## src/rtl/elevator_pkg.sv

```systemverilog
// Shared encodings for the elevator car and its call scheduler.
package elevator_pkg;

  localparam int FLOOR_W_DEF = 3;

  typedef enum logic [1:0] {
    ST_IDLE  = 2'd0,
    ST_UP    = 2'd1,
    ST_DOWN  = 2'd2,
    ST_DWELL = 2'd3
  } sched_state_e;

  typedef enum logic {
    DIR_UP   = 1'b0,
    DIR_DOWN = 1'b1
  } dir_e;

  localparam logic [1:0] UD_HOLD = 2'b00;
  localparam logic [1:0] UD_UP   = 2'b01;
  localparam logic [1:0] UD_DOWN = 2'b10;

  // Motion command implied by a scheduler state; 2'b11 is unreachable.
  function automatic logic [1:0] updown_of(input sched_state_e s);
    logic [1:0] ud;
    case (s)
      ST_UP:   ud = UD_UP;
      ST_DOWN: ud = UD_DOWN;
      default: ud = UD_HOLD;
    endcase
    return ud;
  endfunction

endpackage

```

## src/rtl/elevator_call_scheduler_req_scan.sv

```systemverilog
// Classifies outstanding requests relative to the car's current floor.
module req_scan
  import elevator_pkg::*;
#(
  parameter int NUM_FLOORS = 8,
  parameter int FLOOR_W    = FLOOR_W_DEF
) (
  input  logic [NUM_FLOORS-1:0] pending_i,
  input  logic [FLOOR_W-1:0]    cur_floor_i,
  output logic                  valid_o,
  output logic                  here_o,
  output logic                  above_o,
  output logic                  below_o
);

  localparam logic [FLOOR_W:0] NF = (FLOOR_W+1)'(NUM_FLOORS);

  logic valid_s;

  // A floor index the car reports beyond the served range yields no requests.
  always_comb begin
    valid_s = ({1'b0, cur_floor_i} < NF);
    here_o  = 1'b0;
    above_o = 1'b0;
    below_o = 1'b0;
    for (int i = 0; i < NUM_FLOORS; i++) begin
      if (valid_s && pending_i[i]) begin
        if (FLOOR_W'(i) == cur_floor_i) begin
          here_o = 1'b1;
        end else if (FLOOR_W'(i) > cur_floor_i) begin
          above_o = 1'b1;
        end else begin
          below_o = 1'b1;
        end
      end else begin
        here_o = here_o;
      end
    end
  end

  assign valid_o = valid_s;

endmodule

```

## src/rtl/elevator_call_scheduler.sv

```systemverilog
// SCAN call scheduler: latches floor calls and commands car motion and doors.
module elevator_call_scheduler
  import elevator_pkg::*;
#(
  parameter int NUM_FLOORS   = 8,
  parameter int FLOOR_W      = FLOOR_W_DEF,
  parameter int DWELL_CYCLES = 4
) (
  input  logic                  clk,
  input  logic                  rst_n,
  input  logic [NUM_FLOORS-1:0] call_btn,
  input  logic [FLOOR_W-1:0]    cur_floor,
  output logic [1:0]            updown,
  output logic                  door_open,
  output logic [NUM_FLOORS-1:0] pending,
  output logic [1:0]            sched_state
);

  localparam int CNT_W = (DWELL_CYCLES > 1) ? $clog2(DWELL_CYCLES) : 1;
  localparam logic [CNT_W-1:0] DWELL_RELOAD = CNT_W'(DWELL_CYCLES - 1);

  sched_state_e          state_q, state_d;
  dir_e                  last_dir_q, last_dir_d;
  logic [NUM_FLOORS-1:0] pending_q, pending_d;
  logic [CNT_W-1:0]      cnt_q, cnt_d;
  logic [1:0]            updown_q, updown_d;
  logic                  door_q, door_d;

  logic                  valid_s, here_s, above_s, below_s;
  logic [NUM_FLOORS-1:0] cur_mask_s;
  logic                  cur_call_s, clr_s;

  req_scan #(.NUM_FLOORS(NUM_FLOORS), .FLOOR_W(FLOOR_W)) u_scan (
    .pending_i  (pending_q),
    .cur_floor_i(cur_floor),
    .valid_o    (valid_s),
    .here_o     (here_s),
    .above_o    (above_s),
    .below_o    (below_s)
  );

  // One-hot mask of the car's floor, empty when the floor is out of range.
  always_comb begin
    cur_mask_s = '0;
    for (int i = 0; i < NUM_FLOORS; i++) begin
      if (valid_s && (FLOOR_W'(i) == cur_floor)) begin
        cur_mask_s[i] = 1'b1;
      end else begin
        cur_mask_s[i] = 1'b0;
      end
    end
  end

  assign cur_call_s = |(call_btn & cur_mask_s);

  // SCAN next-state, dwell timing and request latch; clearing beats a new call.
  always_comb begin
    state_d    = state_q;
    last_dir_d = last_dir_q;
    cnt_d      = cnt_q;
    clr_s      = 1'b0;
    if (!valid_s) begin
      state_d = state_q;
    end else begin
      case (state_q)
        ST_IDLE: begin
          if (here_s) begin
            state_d = ST_DWELL;
          end else if (above_s) begin
            state_d = ST_UP;
          end else if (below_s) begin
            state_d = ST_DOWN;
          end else begin
            state_d = ST_IDLE;
          end
        end
        ST_UP: begin
          if (here_s) begin
            state_d = ST_DWELL;
          end else if (above_s) begin
            state_d = ST_UP;
          end else if (below_s) begin
            state_d = ST_DOWN;
          end else begin
            state_d = ST_IDLE;
          end
        end
        ST_DOWN: begin
          if (here_s) begin
            state_d = ST_DWELL;
          end else if (below_s) begin
            state_d = ST_DOWN;
          end else if (above_s) begin
            state_d = ST_UP;
          end else begin
            state_d = ST_IDLE;
          end
        end
        ST_DWELL: begin
          clr_s = 1'b1;
          if (cur_call_s) begin
            cnt_d = DWELL_RELOAD;
          end else if (cnt_q != '0) begin
            cnt_d = cnt_q - CNT_W'(1);
          end else if ((last_dir_q == DIR_UP) && above_s) begin
            state_d = ST_UP;
          end else if (below_s) begin
            state_d = ST_DOWN;
          end else if (above_s) begin
            state_d = ST_UP;
          end else begin
            state_d = ST_IDLE;
          end
        end
        default: state_d = ST_IDLE;
      endcase
      if ((state_q != ST_DWELL) && (state_d == ST_DWELL)) begin
        clr_s = 1'b1;
        cnt_d = DWELL_RELOAD;
      end else begin
        cnt_d = cnt_d;
      end
    end
    if (state_d == ST_UP) begin
      last_dir_d = DIR_UP;
    end else if (state_d == ST_DOWN) begin
      last_dir_d = DIR_DOWN;
    end else begin
      last_dir_d = last_dir_d;
    end
    pending_d = (pending_q | call_btn) & ~(clr_s ? cur_mask_s : '0);
    updown_d  = updown_of(state_d);
    door_d    = (state_d == ST_DWELL);
  end

  // State, requests and Moore outputs; reset drops every request at once.
  always_ff @(posedge clk or negedge rst_n) begin
    if (!rst_n) begin
      state_q    <= ST_IDLE;
      last_dir_q <= DIR_UP;
      pending_q  <= '0;
      cnt_q      <= '0;
      updown_q   <= UD_HOLD;
      door_q     <= 1'b0;
    end else begin
      state_q    <= state_d;
      last_dir_q <= last_dir_d;
      pending_q  <= pending_d;
      cnt_q      <= cnt_d;
      updown_q   <= updown_d;
      door_q     <= door_d;
    end
  end

  assign updown      = updown_q;
  assign door_open   = door_q;
  assign pending     = pending_q;
  assign sched_state = state_q;

endmodule

```

## config.mk

```make
export PLATFORM = sky130hd
export DESIGN_NAME = elevator_call_scheduler
export DESIGN_NICKNAME = d
export VERILOG_FILES = /design/src/rtl/elevator_pkg.sv /design/src/rtl/elevator_call_scheduler_req_scan.sv /design/src/rtl/elevator_call_scheduler.sv
export SDC_FILE = /design/constraint.sdc
export NUM_CORES = 1
export LEC_CHECK = 0
export ABC_AREA = 1
export ABC_CLOCK_PERIOD_IN_PS = 4300
export BUFFER_PORTS_ARGS = -buffer_cell sky130_fd_sc_hd__buf_2
export CELL_PAD_IN_SITES_DETAIL_PLACEMENT = 1
export CELL_PAD_IN_SITES_GLOBAL_PLACEMENT = 1
export CORE_MARGIN = 5
export CORE_UTILIZATION = 31
export CTS_CLUSTER_DIAMETER = 200
export DETAILED_ROUTE_END_ITERATION = 12
export GPL_TIMING_DRIVEN = 1
export PLACE_DENSITY = 0.77
export SLEW_MARGIN = 0
export SYNTH_ARGS = -nofsm -noshare
export SYNTH_HDL_FRONTEND = slang
export SYNTH_SLANG_ARGS = --single-unit
```

## constraint.sdc

```tcl
create_clock -name clk -period 4.3 [get_ports clk]
set_input_delay 0.86 -clock clk [delete_from_list [all_inputs] [get_ports clk]]
set_output_delay 0.86 -clock clk [all_outputs]
set_load 0.1 [all_outputs]
```

== Word level (Yosys, flattened, before mapping) ==
Index checks and enable logic that the tools add are counted.
Operators by class
  order comparisons: 8
  multiplexer cells: 91
  eq/ne operators: 14
  add/sub/neg operators: 1
  bitwise logic cells: 5
  reduce and logical (&&, ||, !) cells: 11
Operator list (count)
  $mux W1: 76
  $mux W2: 12
  $and A8 B8 Y8: 2
  $eq A3 B3 Y1 const A: 4
  $gt A3 B3 Y1 const A: 4
  $eq A2 B2 Y1 const B: 4
  $mux W8: 1
  $not A8 Y8: 1
  $or A8 B8 Y8: 1
  $reduce_or A8 Y1: 1
  $eq A2 B3 Y1 const A: 2
  $gt A1 B3 Y1 const A: 2
  $gt A2 B3 Y1 const A: 2
  $pmux W2 S3: 1
  $reduce_bool A2 Y1: 3
  $eq A2 B1 Y1 const B: 2
  $pmux W2 S2: 1
  $eq A1 B3 Y1 const A: 1
  $logic_not A3 Y1: 1
  $reduce_bool A3 Y1: 1
  $logic_and A1 B1 Y1: 2
  $logic_not A2 Y1: 1
  $ne A2 B2 Y1 const B: 1
  $reduce_and A2 Y1: 1
  other kinds (3): 3
Word-level totals
  bits in registers: 16

== Longest topological paths before layout ==
  depth in word-level cells: 37
  mapped depth: 17

== Hierarchy ==
Synthesis repeated with hierarchy kept, for this count alone.
Second synthesis, totals
  cells, all modules: 177
  area, all modules: 1164.9 µm²
Modules (own cells, without submodules)
  elevator_call_scheduler: cells an instance 113, instances 1, area each 877.1 µm²
  req_scan: cells an instance 64, instances 1, area each 287.8 µm²

== Worst setup path before layout ==
OpenSTA, ideal clock, no wires.
  path type: input-to-reg
  start point: input cur_floor[1]
  end point: register cnt_q[0]
  arrival: 2.589 ns
  path slack: 1.589 ns
  buffers on the path: 2
  cell stages on the path: 16
  data required time: 4.177 ns
  path through: buf_6 > nand2_1 > nor2_1 > nand2_1 > nand2_1 > nor2_2 > nand2_1 > nor2_2 > nand2_1 > nand2_1 > nand2_1 > ha_1 > or2_2 > clkbuf_1 > nand2_1 > o21ai_1
Between the ends
  cells in the longest elaborated chain, start to end: 35
  elaborated cells between the ends (all ways): 108
  those cells by class: order compare: 8; eq/ne: 8; mux: 84; bitwise: 1; reduce/logical: 7
Ends and longest elaborated chain
  from (decl): line elevator_call_scheduler.sv:12  | input logic [FLOOR_W-1:0] cur_floor,
  $gt A1 B3 Y1: line elevator_call_scheduler_req_scan.sv:30  | end else if (FLOOR_W'(i) > cur_floor_i) begin
  $mux W1: line elevator_call_scheduler_req_scan.sv:30
  $mux W1: line elevator_call_scheduler_req_scan.sv:28  | if (FLOOR_W'(i) == cur_floor_i) begin
  $mux W1: line elevator_call_scheduler_req_scan.sv:27  | if (valid_s && pending_i[i]) begin
  $mux W1: line elevator_call_scheduler_req_scan.sv:30
  $mux W1: line elevator_call_scheduler_req_scan.sv:28
  $mux W1: line elevator_call_scheduler_req_scan.sv:27
  $mux W1: line elevator_call_scheduler_req_scan.sv:30
  [... 21 more ...]
  $mux W2: line elevator_call_scheduler.sv:101  | if (cur_call_s) begin
  $pmux W2 S3 (*): line elevator_call_scheduler.sv:65  | case (state_q)
  net state_d[0]: line elevator_call_scheduler.sv:22  | sched_state_e state_q, state_d;
  $eq A2 B2 Y1 (*)
  net door_d: line elevator_call_scheduler.sv:27  | logic door_q, door_d;
  $logic_and A1 B1 Y1 (*): line elevator_call_scheduler.sv:117  | if ((state_q != ST_DWELL) && (state_d == ST_DWELL)) begin
  $reduce_bool A3 Y1 (no line) / $reduce_bool A2 Y1 (equally long branches)
  $reduce_and A2 Y1 (no line)
  to (signal assigned): line elevator_call_scheduler.sv:149  | cnt_q <= cnt_d;
  to (decl): line elevator_call_scheduler.sv:25  | logic [CNT_W-1:0] cnt_q, cnt_d;
Mark *: on every way through the listed nets, which the timed path passes. The rest lies on a longest branch. The select of a mux whose other input is x is not followed.
A chain may end at the register's enable or synchronous reset.

== Final worst setup path ==
  start point: input cur_floor[2]
  end point: register cnt_q[1]
The elaborated chain is that of the path after synthesis.

==> out/results.ini <==
[clock_network]
clk_latency_ps=290
cts_tree=yes
hold_buffers=0
clkTransAtPathRegs_ps=100
postCtsSetupBuffers=0
postCtsResizedCells=0
clk_root_buffer_cell=clkbuf_4
clock-sinks=16
htreeDepth=1
cts_buffers=3
cts_max_path_buffers=2

[cells_and_area]
fin_area_sq_um=1230
layout_commonest_cell=nand2_1
layout_common_cells=nand2_1 (44), buf_2 (25), nor2_1 (20), dfrtp_1 (16), inv_1 (13)
syn_to_final_growth_pct=18.2
nets=192
num-fill-cells=451
utilization_pct=37.3
n_antenna_cell=0
drive_gt1_share_pct=22.0

[hold_path]
min_path_type=in2async

[global_route]
grt_max_degree=17
track_usage_pct=14.5
grt_overflow=0
grt_pass1_vias=1071
grt_pass1_wl_mm=5.02
grt_antenna_before_repair=0

[critical_path]
cp_data_arrival_time_ps=2980
cp_max_fo=15
critical_path_required_ps=4520
path_delay_family=simple AND/OR/NAND/NOR gates
path_class=in2reg
start_kind=primary input
crit_path_end_kind=flip-flop
path_cells=buf_2 > nand2_1 > nor2_1 > nand2_1 > nand2_1 > nor2_2 > nand2_1 > nor2_2 > nand2_1 > nand2_1 > nand2_1 > ha_1 > or2_2 > nand2_1 > nand2_1 > o21ai_1
max_stage_delay_ps=410
crit_buf_inv=1
reg2reg_setup_slack_ps=2080
cpMaxStageDelayCell=or2_2
path_common_cell=nand2_1

[synth]
synth.distinct_cells=20
syn_area_per_cell_sq_um=7.01
syn_nets=166
synth_seq_area_share_pct=38.6
synth_warnings=0
syn_area_sq_um=1040
netlist_instances=148
ys_seq_elements=16

[floorplanning]
die_width_um=67.8
dieArea_sq_um=4600
num_rows=21
start_util_pct=31.6
fp.dieH_um=67.8
floorplan.core_area_sq_um=3280
io_pins=26

[routing]
vias_per_cell=4.82
vias=1056
drt_iter0_markers=57
wl_per_cell_um=13.7
firstDrtPassIters=4
antenna_left=0
drt_wl_total_mm=2.99
drc=0

[sta]
period_share_pct=64.2
setup_slack_ps=1540
rsz0062_at_grt=no
final_max_slew_viol_count=0
finalSetupViolations=0
fin_crit_ps=2760
worst_pin_slew_ps=489
fin_worst_skew_ps=0.897
hold_viol_final=0
slew_headroom_pct=67.6
setup-tns-final_ps=0
max_freq_mhz=362
hold_ws_ps=468

[placed_design]
gp_congestion=0.836
dp_slack_ps=1230
placed_area_sq_um=1190
portBuffers=25
dpl.hpwl_mm=2.31

[flow_run]
drv_cap=0

[run_status]
status=finished clean

[power]
p_leak_nw=0.645
peakVddDrop_uv=114
p_per_area_nw_per_um2=476

state kept, by name (all words and copies together) (netlist names):
| signal | cells |
|---|---|
| sched_state | 2 |
| last_dir_q | 1 |
| updown | 2 |
| pending | 8 |
| cnt_q | 2 |
| door_open | 1 |
worst paths after layout:
path | end | from | cells after the start
worst max register to register | cnt_q[1] | pending[1] | 16
max in group asynchronous | updown[0] | rst_n | 1
min in group clk | cnt_q[0] | cnt_q[0] | 2
worst min register to register | cnt_q[0] | cnt_q[0] | 2
worst max-delay path | cnt_q[1] | cur_floor[2] | 16
worst min-delay path | pending[7] | rst_n | 1
report_power, final:
part	internal [W]	switching, W
registers	0.000178	0.0000174
logic	0.0000576	0.000226
clock network	0.0000516	0.0000527
routing by layer:
layer / global-route usage (%) / routed length, um / vias up
met4: 7.69 / 59 / 0
li1: - / - / 531
met2: 23.5 / 1400 / 17
met5: 0 / 0 / -
met1: 19.0 / 1450 / 502
met3: 1.48 / 81 / 6
synth_stat cells:
| cell type | number | area [sq um] |
|---|---|---|
| o21ai_1 | 4 | 20.0 |
| inv_1 | 13 | 48.8 |
| nand3b_1 | 1 | 7.51 |
| nor2_1 | 20 | 75.1 |
| inv_2 | 3 | 11.3 |
| buf_6 | 1 | 11.3 |
| a31oi_1 | 3 | 18.8 |
| ha_1 | 5 | 62.6 |
| a41oi_1 | 2 | 17.5 |
| nand2_1 | 44 | 165 |
| dfrtp_1 | 16 | 400 |
| nand4_1 | 6 | 37.5 |
| clkbuf_1 | 1 | 3.75 |
| nor3_1 | 1 | 5.00 |
| nand3_1 | 10 | 50.1 |
| o21ai_0 | 2 | 10.0 |
| buf_4 | 2 | 15.0 |
| a21oi_1 | 8 | 40.0 |
| or2_2 | 1 | 6.26 |
| nor2_2 | 5 | 31.3 |
logic make-up after synthesis:
logic type | count (synthesis) | synth area share [%]
flops | 16 | 38.6
simple gates | 88 | 36.4
compound gates | 19 | 10.3
buf+inv | 20 | 8.68
fa+ha+maj | 5 | 6.03
cell type report:
class | instances | area, sq um | share of cell area (%)
Sequential cell | 16 | 400 | 32.7
Inverter | 16 | 60.1 | 4.90
Multi-Input combinational cell | 112 | 547 | 44.6
Tap cell | 46 | 57.6 | 4.69
Clock buffer | 4 | 36.3 | 2.96
Timing Repair Buffer | 25 | 125 | 10.2
through the flow:
step                cells  power, W
floorplan             148  0.000424
global placement      215  0.000473
detailed placement    215  0.000484
CTS                   219  0.000593
global route          219  0.000620
finish                219  0.000584
Power figures use the tool's default switching activity.
